==> config.mk <==
export PLATFORM = sky130hd
export DESIGN_NAME = mux2_rr_arbiter
export DESIGN_NICKNAME = d
export VERILOG_FILES = /design/src/rtl/mux_arb_pkg.sv /design/src/rtl/mux_out_reg.sv /design/src/rtl/mux2_rr_arbiter.sv
export SDC_FILE = /design/constraint.sdc
export NUM_CORES = 1
export LEC_CHECK = 0
export ABC_AREA = 1
export CAP_MARGIN = 20
export CORE_MARGIN = 2
export CORE_UTILIZATION = 35
export DETAILED_ROUTE_END_ITERATION = 10
export MAX_ROUTING_LAYER = met4
export PLACE_DENSITY = 0.63
export SETUP_SLACK_MARGIN = 0.5
export SLEW_MARGIN = 0
export SYNTH_ARGS = -nofsm -noshare
export SYNTH_HDL_FRONTEND = slang
export SYNTH_HIERARCHICAL = 1
export SYNTH_SLANG_ARGS = --single-unit
export TNS_END_PERCENT = 10
==> constraint.sdc <==
create_clock -name clk -period 2 [get_ports clk]
set_input_delay 0.4 -clock clk [delete_from_list [all_inputs] [get_ports clk]]
set_output_delay 0.4 -clock clk [all_outputs]
set_load 0.05 [all_outputs]
==> src/rtl/mux_arb_pkg.sv <==
// Shared definitions for the two-requester round-robin mux arbiter:
// FSM state encoding, mux select constants and a grant decode helper.
package mux_arb_pkg;

    typedef enum logic [1:0] {
        ST_IDLE = 2'd0,
        ST_OWN0 = 2'd1,
        ST_OWN1 = 2'd2
    } arb_state_e;

    // Mux select values: 0 routes in1, 1 routes in2.
    localparam logic SEL_IN1 = 1'b0;
    localparam logic SEL_IN2 = 1'b1;

    // One-hot grant vector for a given state: {owner1, owner0}, 00 when idle.
    function automatic logic [1:0] grant_of(input arb_state_e st);
        logic [1:0] g;
        g = 2'b00;
        case (st)
            ST_OWN0: g = 2'b01;
            ST_OWN1: g = 2'b10;
            default: g = 2'b00;
        endcase
        return g;
    endfunction

endpackage

==> src/rtl/mux_out_reg.sv <==
// Valid/ready output register for the muxed data. A load captures the
// presented word; an accept without a load empties the stage; a stalled
// stage (valid and not ready) holds its word.
module mux_out_reg #(
    parameter int DATA_W = 2
) (
    input  logic              clk,
    input  logic              rst_n,
    input  logic              load,
    input  logic [DATA_W-1:0] din,
    input  logic              out_ready,
    output logic [DATA_W-1:0] dout,
    output logic              out_valid,
    output logic              accept
);

    logic [DATA_W-1:0] data_r;
    logic              valid_r;

    // The stage can take a new word when empty or when the consumer drains it now.
    always_comb begin
        accept = ~valid_r | out_ready;
    end

    // Capture on load, drop valid on drain without refill, otherwise hold.
    always_ff @(posedge clk or negedge rst_n) begin
        if (!rst_n) begin
            data_r  <= {DATA_W{1'b0}};
            valid_r <= 1'b0;
        end else if (load) begin
            data_r  <= din;
            valid_r <= 1'b1;
        end else if (accept) begin
            valid_r <= 1'b0;
        end else begin
            data_r  <= data_r;
            valid_r <= valid_r;
        end
    end

    assign dout      = data_r;
    assign out_valid = valid_r;

endmodule

==> src/rtl/mux2_rr_arbiter.sv <==
// Round-robin arbiter in front of a 2:1 data mux. The FSM owns the mux
// select, limits each grant to MAX_BURST beats and feeds the selected
// input into a registered valid/ready output stage.
module mux2_rr_arbiter
    import mux_arb_pkg::*;
#(
    parameter int DATA_W    = 2,
    parameter int MAX_BURST = 4,
    parameter int CNT_W     = $clog2(MAX_BURST + 1)
) (
    input  logic              clk,
    input  logic              rst_n,
    input  logic [1:0]        req,
    input  logic [DATA_W-1:0] in1,
    input  logic [DATA_W-1:0] in2,
    output logic [1:0]        gnt,
    output logic              addr,
    output logic [DATA_W-1:0] Mout,
    output logic              mout_valid,
    input  logic              mout_ready,
    output logic              busy
);

    // Count value at which the next beat completes the burst.
    localparam logic [CNT_W-1:0] BURST_LAST = CNT_W'(MAX_BURST - 1);

    arb_state_e        state_r;
    arb_state_e        state_nxt_s;
    logic              last_r;
    logic              last_nxt_s;
    logic [CNT_W-1:0]  cnt_r;
    logic [CNT_W-1:0]  cnt_nxt_s;
    logic [1:0]        gnt_r;
    logic [1:0]        gnt_nxt_s;
    logic              addr_r;
    logic              addr_nxt_s;
    logic              busy_r;
    logic              busy_nxt_s;

    logic              owner_s;
    logic              owning_s;
    logic              req_own_s;
    logic              req_oth_s;
    logic              accept_s;
    logic              beat_s;
    logic              release_s;
    logic [DATA_W-1:0] mux_data_s;

    // Decode current owner, its request and the beat / release conditions.
    always_comb begin
        owner_s    = (state_r == ST_OWN1);
        owning_s   = (state_r != ST_IDLE);
        req_own_s  = owner_s ? req[1] : req[0];
        req_oth_s  = owner_s ? req[0] : req[1];
        beat_s     = owning_s & req_own_s & accept_s;
        release_s  = owning_s & (~req_own_s | (beat_s & (cnt_r == BURST_LAST)));
        mux_data_s = (addr_r == SEL_IN2) ? in2 : in1;
    end

    // Next-state logic: round-robin pick from IDLE, burst/drop release while owning.
    always_comb begin
        state_nxt_s = state_r;
        last_nxt_s  = last_r;
        cnt_nxt_s   = cnt_r;
        case (state_r)
            ST_IDLE: begin
                case (req)
                    2'b01:   state_nxt_s = ST_OWN0;
                    2'b10:   state_nxt_s = ST_OWN1;
                    2'b11:   state_nxt_s = last_r ? ST_OWN0 : ST_OWN1;
                    default: state_nxt_s = ST_IDLE;
                endcase
            end
            ST_OWN0, ST_OWN1: begin
                if (release_s) begin
                    last_nxt_s = owner_s;
                    cnt_nxt_s  = {CNT_W{1'b0}};
                    if (req_oth_s) begin
                        state_nxt_s = owner_s ? ST_OWN0 : ST_OWN1;
                    end else if (req_own_s) begin
                        state_nxt_s = state_r;
                    end else begin
                        state_nxt_s = ST_IDLE;
                    end
                end else if (beat_s) begin
                    cnt_nxt_s = cnt_r + CNT_W'(1);
                end else begin
                    cnt_nxt_s = cnt_r;
                end
            end
            default: begin
                state_nxt_s = ST_IDLE;
                cnt_nxt_s   = {CNT_W{1'b0}};
            end
        endcase
    end

    // Output decode from the next state so grant, select and busy are registered with it.
    always_comb begin
        gnt_nxt_s  = grant_of(state_nxt_s);
        busy_nxt_s = (state_nxt_s != ST_IDLE);
        case (state_nxt_s)
            ST_OWN0: addr_nxt_s = SEL_IN1;
            ST_OWN1: addr_nxt_s = SEL_IN2;
            default: addr_nxt_s = addr_r;
        endcase
    end

    // State, round-robin pointer, burst counter and registered control outputs.
    always_ff @(posedge clk or negedge rst_n) begin
        if (!rst_n) begin
            state_r <= ST_IDLE;
            last_r  <= 1'b1;
            cnt_r   <= {CNT_W{1'b0}};
            gnt_r   <= 2'b00;
            addr_r  <= SEL_IN1;
            busy_r  <= 1'b0;
        end else begin
            state_r <= state_nxt_s;
            last_r  <= last_nxt_s;
            cnt_r   <= cnt_nxt_s;
            gnt_r   <= gnt_nxt_s;
            addr_r  <= addr_nxt_s;
            busy_r  <= busy_nxt_s;
        end
    end

    mux_out_reg #(
        .DATA_W(DATA_W)
    ) u_out (
        .clk      (clk),
        .rst_n    (rst_n),
        .load     (beat_s),
        .din      (mux_data_s),
        .out_ready(mout_ready),
        .dout     (Mout),
        .out_valid(mout_valid),
        .accept   (accept_s)
    );

    assign gnt  = gnt_r;
    assign addr = addr_r;
    assign busy = busy_r;

endmodule

==> impl_metrics.toml <==
[global_route]
grt_pass1_vias = 684
antenna_found_initial = 0
grt.overflow.total = 0
grt_pass1_wl_um = 2780
gr-usage-all-layers_pct = 14.8
grt_max_degree = 14

[critical_path]
cp.required_ns = 2.18
worstReg2RegStart = "cnt_r[1]"
slowest_stage = "dfrtp_1"
critical_path_class = "flop to flop"
crit_top_cell = "nand2_2"
cp_top_family = "adder cells"
cp-end-kind = "flop"
r2r_setup_slack_ns = 0.27
critical_path_arrival_ns = 1.91
cp_max_fo = 5
critPathBufInv = 1
cp-startpoint = "cnt_r[1]"
crit_path_cell_trace = "ha_2 -> ha_4 -> nand2_4 -> nand3_4 -> nand3_2 -> nand2_2 -> clkinv_2 -> nand2_2 -> nand2_1 -> nand2_2 -> ha_4 -> nand2_2 -> o21ai_2"
start_kind = "flop"
max_stage_delay_ns = 0.39

[place]
dp.cells = 151
portBuffers = 15
finalWeightedCongestion = 0.755
placed_area_mm2 = 0.00106
hpwl_um = 1180

[yosys]
ys_seq_elements = 13
synth_top_family_by_area = "simple AND/OR/NAND/NOR gates"
synth.distinct_cells = 18
synth_adder_area_share_pct = 12.7
avgSynthCellArea_um2 = 7.99
synth-simple-area-share_pct = 26.1
yosysSeqAreaShare_pct = 41.3
synth_mux_area_share_pct = 0
synth_xor_area_share_pct = 0
syn_area_um2 = 791
synth_compound_area_share_pct = 10.9
syn-num-nets = 116
yosysWarnings = 6
synth_cells = 99

[final_layout]
fillCellCount = 222
final-instance-count-excl-fill = 163
final_nets = 153
drive_gt1_share_pct = 43.7
syn2layout_area_growth_pct = 57.3
diodes = 0
fin_area_mm2 = 0.00124
final_cell_mix = "nand2_1 (26), buf_4 (16), dfrtp_1 (11), inv_1 (10)"
final_common_cell = "nand2_1"

[job]
cap_violations = 0

[floorplanning]
die_area_mm2 = 0.00266
core_mm2 = 0.00217
pin_count = 16
initial_core_util_pct = 36.4
fp.dieH_um = 51.5
die_width_um = 51.5
rows = 17

[sta]
tns_ns = 0
whs_ns = 0.469
slew_violations = 0
rsz0062_at_grt = "true"
fmax_mhz = 578
max_slew_margin_pct = 61.2
setup_viol = 0
final.min_clock_period_ns = 1.73
fin_skew_ns = 0.00233
worst_slew_pin_slew_ns = 0.581
hold_viol_final = 0
finalCritPeriodShare_pct = 86.6

[power_and_ir_drop]
combPwrFrac_pct = 70.0
switching_share_pct = 47.8
p_leak_nw = 0.647
ir_worst_vdd_uv = 1180
p_switching_mw = 0.963
powerDensity_mw_per_mm2 = 1620
p_int_mw = 1.05
seqPwrFrac_pct = 21.9
clockPowerShare_pct = 8.1

[clock_tree]
clock_latency_ns = 0.28
clk_pin_slew_worst_paths_ns = 0.08
clockBufferDepth = 2
numCtsBuffers = 3
cts_htree_levels = 1
cts_tree = "done"
cts.sinks = 13
cts_root_buffer = "clkbuf_4"
cts_hold_buf = 0

[min_path]
hp-start = "u_out/dout[0]"
hold_path_class = "flop to flop"

[route]
drt_iter0_markers = 3
wire_per_inst_um = 10.3
vias = 718
routed_wl_um = 1680
viasPerCell = 4.40
dr.pass1.iters = 3
drc = 0
postRouteAntennaNets = 0

[status]
status = "finished clean"
-- layer usage --
layer,up-vias,track usage (%),part of all wire [%]
met5,-,-,0
met4,0,9.21,2.4
met3,4,2.87,3.2
met2,9,25.0,51
met1,327,16.1,44
li1,378,-,-
-- state kept, by name, indices dropped and copies added (netlist names) --
register         cells
last_r               1
state_r              2
addr                 1
gnt                  2
cnt_r                3
u_out/out_valid      1
busy                 1
u_out/dout           2
-- worst min-delay path, stage by stage, from the launching register on --
cell and delay, ns:
dfrtp_1 0.34, nand2_1 0.05, nand2_1 0.04
-- stage by stage --
step / total power [mW] / utilization (%) / worst slack, ns
after global placement: 1.56 / 49.0 / -0.0911
after floorplan: 1.22 / - / 0.311
after global routing: 2.20 / 57.3 / 0.173
after CTS: 1.85 / 53.9 / 0.241
after detailed placement: 1.57 / 49.0 / -0.122
final: 2.01 / 57.3 / 0.268
-- power groups by stage --
stage	Sequential, mW	Combinational (mW)	Clock (mW)
after global routing	0.453	1.56	0.186
after CTS	0.442	1.24	0.170
after global placement	0.448	1.11	0
after floorplan	0.652	0.571	0
after detailed placement	0.450	1.12	0
final	0.441	1.41	0.164
-- worst paths after layout --
check,endpoint,cells after the start
hold / removal,u_out/dout[0],2
setup reg to reg,addr,13
max in group asynchronous,u_out/out_valid,1
min in group asynchronous,u_out/dout[0],1
setup / recovery,addr,13
hold reg to reg,u_out/dout[0],2
-- layout make-up --
| cell class | count | area (um2) | share of cell area, % |
|---|---|---|---|
| multi-input combinational | 67 | 510 | 41.0 |
| timing repair buffer | 32 | 270 | 21.7 |
| inverter | 19 | 72.6 | 5.84 |
| sequential | 13 | 328 | 26.4 |
| tap | 28 | 35.0 | 2.82 |
| clock inverter | 1 | 5.00 | 0.402 |
| clock buffer | 3 | 22.5 | 1.81 |
-- synth_stat cells --
master	instances	area, um2
o211a_1	1	10.0
a211oi_2	1	12.5
dfrtp_1	12	300
ha_1	8	100
inv_2	4	15.0
nor2_1	2	7.51
nand2_2	3	18.8
inv_1	13	48.8
nand2_1	34	128
a21oi_2	3	26.3
o211ai_1	1	7.51
nand3_1	4	20.0
dfstp_2	1	26.3
and2_2	1	7.51
o21ai_0	6	30.0
nand3b_1	2	15.0
clkinv_1	2	7.51
nand3_2	1	10.0
-- what timing repair did --
action / in CTS / in global routing
pin swaps: 5 / 6
setup buffers: 5 / 3
setup endpoints to repair: 16 / 19
resized for setup: 21 / 14
-- cell families (layout without fill, tap and decap cells) --
family | Yosys count | count (layout)
AO/OA/AOI/OAI | 12 | 12
adder cells (fa/ha/maj) | 8 | 8
buffers and inverters | 19 | 55
flip-flops | 13 | 13
AND/OR/NAND/NOR | 47 | 47
Note: power is estimated with default switching activity, not from simulation.
